File: config.mk
export PLATFORM = sky130hd
export DESIGN_NAME = uart_tx_arbiter
export DESIGN_NICKNAME = d
export VERILOG_FILES = /design/src/rtl/uart_tx_arbiter.sv
export SDC_FILE = /design/constraint.sdc
export NUM_CORES = 1
export LEC_CHECK = 0
export ABC_AREA = 0
export CORE_MARGIN = 5
export CORE_UTILIZATION = 42
export CTS_BUF_LIST = sky130_fd_sc_hd__clkbuf_16
export DETAILED_ROUTE_END_ITERATION = 8
export PLACE_DENSITY_LB_ADDON = 0.05
export SYNTH_ARGS = -nofsm -noshare
export SYNTH_HDL_FRONTEND = slang
export SYNTH_SLANG_ARGS = --single-unit
File: constraint.sdc
create_clock -name clk -period 2.01 [get_ports clk]
set_input_delay 0.201 -clock clk [delete_from_list [all_inputs] [get_ports clk]]
set_output_delay 0.201 -clock clk [all_outputs]
set_load 0.01 [all_outputs]
File: src/rtl/uart_tx_arbiter.sv
// Round-robin arbiter sharing one uart_tx among NUM_REQ byte sources.
// Holds the winning byte and grant for the whole frame, and aborts a start that uart_tx never takes.
module uart_tx_arbiter #(
    parameter int NUM_REQ        = 4,
    parameter int TIMEOUT_CYCLES = 16
) (
    input  logic                 clk,
    input  logic                 reset_n,
    input  logic [NUM_REQ-1:0]   i_req_valid,
    input  logic [NUM_REQ*8-1:0] i_req_data,
    output logic [NUM_REQ-1:0]   o_req_ready,
    output logic                 o_tx_valid,
    output logic [7:0]           o_tx_data,
    input  logic                 i_tx_ready,
    output logic [NUM_REQ-1:0]   o_grant,
    output logic                 o_timeout
);
    localparam int IW = (NUM_REQ > 1) ? $clog2(NUM_REQ) : 1;
    localparam int CW = (TIMEOUT_CYCLES > 1) ? $clog2(TIMEOUT_CYCLES) : 1;

    typedef enum logic [1:0] {IDLE, ISSUE, SEND} state_t;

    state_t        state;
    logic [IW-1:0] last_grant;
    logic [CW-1:0] cnt;
    logic [IW-1:0] winner;
    logic          found;
    logic          accept;

    function automatic logic [IW-1:0] rr_idx(input int base, input int off);
        int s;
        s = base + off;
        if (s >= NUM_REQ) s = s - NUM_REQ;
        return s[IW-1:0];
    endfunction

    // Search starts just past the previous owner and wraps, so every requester is reached in turn.
    always_comb begin
        winner = '0;
        found  = 1'b0;
        for (int off = 1; off <= NUM_REQ; off++) begin
            if (!found && i_req_valid[rr_idx(int'(last_grant), off)]) begin
                winner = rr_idx(int'(last_grant), off);
                found  = 1'b1;
            end
        end
    end

    assign accept = reset_n && (state == IDLE) && i_tx_ready && found;

    always_comb begin
        o_req_ready = '0;
        if (accept) o_req_ready[winner] = 1'b1;
    end

    assign o_tx_valid = reset_n && (state == ISSUE);

    always_ff @(posedge clk) begin
        if (!reset_n) begin
            state      <= IDLE;
            o_tx_data  <= '0;
            o_grant    <= '0;
            o_timeout  <= 1'b0;
            cnt        <= '0;
            last_grant <= IW'(NUM_REQ - 1);
        end else begin
            o_timeout <= 1'b0;
            case (state)
                IDLE: begin
                    if (accept) begin
                        o_tx_data  <= i_req_data[8*int'(winner) +: 8];
                        o_grant    <= o_req_ready;
                        last_grant <= winner;
                        cnt        <= '0;
                        state      <= ISSUE;
                    end
                end
                ISSUE: begin
                    // uart_tx drops ready once it has latched the byte and started the frame.
                    if (!i_tx_ready) begin
                        cnt   <= '0;
                        state <= SEND;
                    end else if (cnt == CW'(TIMEOUT_CYCLES - 1)) begin
                        o_timeout <= 1'b1;
                        o_grant   <= '0;
                        cnt       <= '0;
                        state     <= IDLE;
                    end else begin
                        cnt <= cnt + 1'b1;
                    end
                end
                SEND: begin
                    if (i_tx_ready) begin
                        o_grant <= '0;
                        state   <= IDLE;
                    end
                end
                default: state <= IDLE;
            endcase
        end
    end
endmodule

# --- Word-level counts from Yosys, hierarchy flattened ---
# Index checks and enable logic that the tools add are counted.
# Widths: inputs -> output; s select.
classes:
  addsub: 9
  magnitude_cmp: 10
  n_eq_ne: 8
  shifts: 1
  muxes: 38
  reduce_logical: 19
ops:
  columns: ["op", "n"]
  rows:
  - ["$mux 4", 8]
  - ["$shiftx 32x6->8", 1]
  - ["$mux 2", 12]
  - ["$lt 2x3->1 const B", 5]
  - ["$pmux 4 s3", 1]
  - ["$mux 1", 10]
  - ["$ge 3x3->1 const B", 3]
  - ["$bmux 1 s2", 4]
  - ["$logic_and 1x1->1", 8]
  - ["$pmux 4 s2", 1]
  - ["$sub 2x1->2 const B", 4]
  - ["$add 2x2->3 const B", 2]
  - ["$ne 2x2->1 const B", 3]
  - ["$pmux 2 s3", 1]
  - ["$reduce_and 3->1", 2]
  - ["$reduce_and 5->1", 1]
  - ["$add 2x3->4 const B", 1]
  - ["$add 4x1->4 const B", 1]
  - ["$eq 4x4->1 const B", 1]
  - ["$ge 4x3->1 const B", 1]
  - ["$reduce_and 2->1", 2]
  - ["$add 2x1->3 const B", 1]
  - ["$logic_not 1->1", 3]
  - ["$ne 3x2->1 const B", 1]
  - ["other kinds (8)", 8]
totals:
  ff_bits: 21
  inputBits: 39
  output_inout_bits: 18
  word_cells: 91

# --- Longest topological paths before layout ---
logic_depth:
  ltp_word: 22
  ltp_mapped: 9
  depth_no_buf: 7

# --- Least setup slack after synthesis ---
# OpenSTA, ideal clock, no wires.
synth_timing:
  kind: "reg2reg"
  from: "reg state[0]"
  to: "reg o_tx_data[1]"
  setup_time_ns: 0.137
  arrival_ns: 1.593
  required_time_ns: 1.873
  setup_slack_ns: 0.279
  path_stages_with_launch: 8
  path_buffers: 1
  synth_period_minus_slack_ns: 1.731
  cell_sequence: "dfxtp_1 inv_1 ha_1 nand3_2 or2_2 buf_2 o41ai_1 a211oi_1"
synth_via:
  elab_chain_cells: 5
synth_lines:
  columns: ["item", "line", "source"]
  rows:
  - ["start: declaration", "23", "state_t state;"]
  - ["start signal: assignment", "60", "state <= IDLE;"]
  - ["start signal: assignment", "75", "state <= ISSUE;"]
  - ["start signal: assignment", "82", "state <= SEND;"]
  - ["$logic_not 2->1 (*)", "49, 68", null]
  - ["$logic_and 1x1->1 (3 in a row)", "49", "assign accept = reset_n && (state == IDLE) && i_tx_ready && found;"]
  - ["$reduce_and 2->1 (no line) (*)", null, null]
  - ["end signal: assignment", "71", "o_tx_data <= i_req_data[8*int'(winner) +: 8];"]
  - ["end: declaration", "13", "output logic [7:0] o_tx_data,"]
# Every way passes the cells marked *; elsewhere a longest branch is shown, timed or not.
# A chain may end at the register's enable or synchronous reset.

# --- Worst setup path in the final report ---
layout_timing:
  from: "reg state[1]"
  to: "reg o_tx_data[2]"
# Same word-level chain as after synthesis.

==> results.yml <==
power:
  internal_power_w: 0.00118
  power.share.sequential_pct: 28.0
  total_leakage_power_nw: 0.866
  clock_power_share_pct: 23.7
  vdd_drop_max_mv: 0.541
  power.share.switching_pct: 35.6
  powerDensity_nw_per_um2: 823
  p_switching_w: 0.000651
  share_of_power_burned_in_combinational_logic_pct: 48.2
sta:
  worstMarginPinSlew_ns: 0.373
  setup_viol: 0
  timing.final.crit_share_pct: 96.8
  endpoints_failing_hold: 0
  fmax_mhz: 514
  finalWorstSetupSlack_ns: 0.0643
  finalClockSkew_ns: 0.00344
  relSlewSlack_pct: 74.8
  worst_hold_margin_ns: 0.479
  drv_slew: 0
  finalCriticalPeriod_ns: 1.95
drt:
  route.detailed.vias_per_inst: 5.41
  routed_wl_mm: 4.28
  route.detailed.wl_per_inst_um: 15.9
  detailroute.via_count: 1461
  detail_route.first_pass.iterations: 4
  final_antenna_net_count: 0
  drc: 0
  drt-initial-drc-count: 54
cells_and_area:
  finish.utilization_pct: 72.8
  drive_above_1_share_pct: 23.9
  final_nets: 272
  finish.cell_count_without_fillers: 270
  insertedDiodeCount: 0
  area_delta_synth_final_pct: 66.9
  design_area_sq_um: 2220
clock_tree:
  cts_hold_buf: 0
  buffers_inserted_by_post_cts_timing_repair: 0
  clock_insertion_delay_worst_skew_ns: 0.26
  clock_tree_from_tritoncts: "yes"
  clk_path_buf_depth: 2
  cts-buffers-inserted: 3
  cts.reportedPaths.clkPinSlew_ns: 0.06
  clock_tree.htree_level_count: 1
  cts.sinks: 21
  clock_tree.root_cell: "clkbuf_16"
synthesis:
  synth_edf_count: 0
  synth-adder-area-share_pct: 5.64
  synth-compound-area-share_pct: 27.1
  ys_ff_latch: 21
  synth_simple_gate_area_share_pct: 20.7
  synth-warning-count: 0
  synth_common_cells: "dfxtp_1 (21), mux2i_1 (12), nor2_1 (10), nand2_1 (9), o41ai_1 (9)"
  avgSynthCellArea_sq_um: 8.88
  netlist_cell_types: 41
  synth_largest_area_cell: "dfxtp_1"
  syn-num-nets: 195
  post-synth-top-count-cell: "dfxtp_1"
  yosysSeqAreaShare_pct: 31.6
  netlist.area_leader.share_pct: 31.6
  post_synth_xor_area_fraction_pct: 0
  post_synth_mux_area_share_pct: 9.02
  synthesis.instances: 150
  synth_area_sq_um: 1330
  netlist_top_cells_area: "dfxtp_1 (32%), mux2i_1 (9.0%), o41ai_1 (5.9%)"
  ys_dominant_reg_cell: "dfxtp_1"
  async_s_r_ff_share_synth_pct: 0
  synth_top_family_by_area: "compound AO/OA/AOI/OAI gates"
outcome:
  status: "finished, final reports clean"
critical_path:
  r2r.worst_path.cells: 8
  setup.worst_path.end_class: "register"
  cp_data_arrival_time_ns: 2.08
  start_kind: "register"
  crit-reg2reg-launch: "state[1]$_SDFFE_PN0P_"
  r2r_slack_ns: 0.06
  cp-startpoint: "state[1]$_SDFFE_PN0P_"
  critPathKind: "reg -> reg"
  worst-endpoint-required_ns: 2.14
  crit_path_max_fanout: 4
grt:
  grt_antenna_before_repair: 0
  grt_pass1_vias: 1629
  overflow: 0
  grt_start_max_net_pins: 17
  grt_util_all_layers_pct: 20.2
  global_route_wire_length_before_repair_mm: 6.95
placed_design:
  place.port_buffers: 56
  place_worst_setup_slack_ns: -0.237
  dpl.cell_count: 266
  place.gp.congestion: 0.840
  hpwlAfterDp_mm: 3.22
  placed_area_sq_um: 2080
worst_hold_path:
  hold_class: "reg -> reg"
  min_from: "o_grant[1]$_SDFFE_PN0P_"
  min_delay_path_depth: 2
floorplan:
  fp.dieW_um: 66.3
  pin_count: 57
  die_height_um: 66.3
  core_area_sq_um: 3050
  floorplan.initialDensity_pct: 43.6
  row_count: 20
  floorplan.die_area_sq_um: 4400
flow_run:
  drv.max_cap_violation_count: 0
-- what timing repair did --
item	in CTS	in global routing
hold endpoints to repair	0	0
pin swaps	1	1
cloned	0	0
gates resized for setup	7	15
endpoints found under the setup margin	5	14
-- placed cells by master (no fill, tap or decap), types with 2 or more instances in the layout --
cell type	netlist	final
a211oi_1	6	6
a21oi_1	7	6
a21oi_2	1	2
a31oi_1	2	2
buf_4	2	24
clkbuf_16	0	3
clkdlybuf4s15_1	0	2
clkdlybuf4s50_1	0	51
dfxtp_1	21	19
dfxtp_2	0	2
dlygate4sd2_1	0	3
ha_1	6	5
inv_1	8	6
inv_2	0	2
mux2i_1	12	12
nand2_1	9	9
nand2b_1	3	3
nand3_1	7	7
nand4_1	2	2
nor2_1	10	9
nor2b_1	2	2
nor3_1	6	6
o21a_1	6	6
o21ai_0	2	2
o21ai_2	2	2
o221ai_1	2	2
o221ai_2	2	2
o41ai_1	9	2
o41ai_2	1	8
or2_2	2	2
-- path summary, 6_finish.rpt --
check                                                 end
worst max register to register  o_tx_data[2]$_SDFFE_PN0P_
worst max-delay path            o_tx_data[2]$_SDFFE_PN0P_
worst min-delay path              o_grant[1]$_SDFFE_PN0P_
worst min register to register    o_grant[1]$_SDFFE_PN0P_
-- metal layers --
| metal | global-route usage [%] | part of all wire [%] |
|---|---|---|
| met1 | 20.8 | 40 |
| met2 | 38.0 | 53 |
| met4 | 7.11 | 1.3 |
| met3 | 6.12 | 5.3 |
| met5 | 0 | 0 |
-- flip-flops by register name (all words and copies together), names as in the netlist --
signal and cells:
state 2, last_grant 2, o_grant 4, o_timeout 1, cnt 4, o_tx_data 8
-- critical path, cell delays in order (launching register included) --
cell	delay, ns
dfxtp_2	0.35
inv_2	0.08
ha_2	0.20
nand3_2	0.11
buf_4	0.17
or2_2	0.33
buf_4	0.17
o41ai_2	0.32
a211oi_1	0.10
-- cell families (layout without fill, tap and decap cells) --
logic type / after synthesis / after routing
buffers and inverters: 16 / 92
and+or+nand+nor: 50 / 50
adders and majority gates: 6 / 6
AOI/OAI and AO/OA: 45 / 45
muxes: 12 / 12
DFF: 21 / 21
-- area by class of cell --
| type | instances | area [sq um] |
|---|---|---|
| clock inverters | 1 | 5.00 |
| fillers | 252 | 831 |
| clock buffers | 3 | 75.1 |
| repair buffers | 80 | 737 |
| flip-flops and latches | 21 | 423 |
| inverters | 8 | 30.0 |
| well taps | 44 | 55.1 |
| multi-input cells | 113 | 897 |
-- metrics by stage --
step	setup TNS [ns]	power, W
2_1_floorplan	0	0.000980
3_3_place_gp	-1.49	0.00132
3_5_place_dp	-1.98	0.00134
4_1_cts	0	0.00178
5_1_grt	-0.0921	0.00192
6_report	0	0.00183
-- power by group through the flow --
stage / Clock (W) / Combinational [W] / Sequential, W
after detailed placement: 0 / 0.000827 / 0.000517
after global routing: 0.000454 / 0.000952 / 0.000520
after CTS: 0.000435 / 0.000832 / 0.000509
final: 0.000434 / 0.000882 / 0.000512
after floorplan: 0 / 0.000451 / 0.000529
after global placement: 0 / 0.000804 / 0.000514
(Power assumes the default switching activity.)
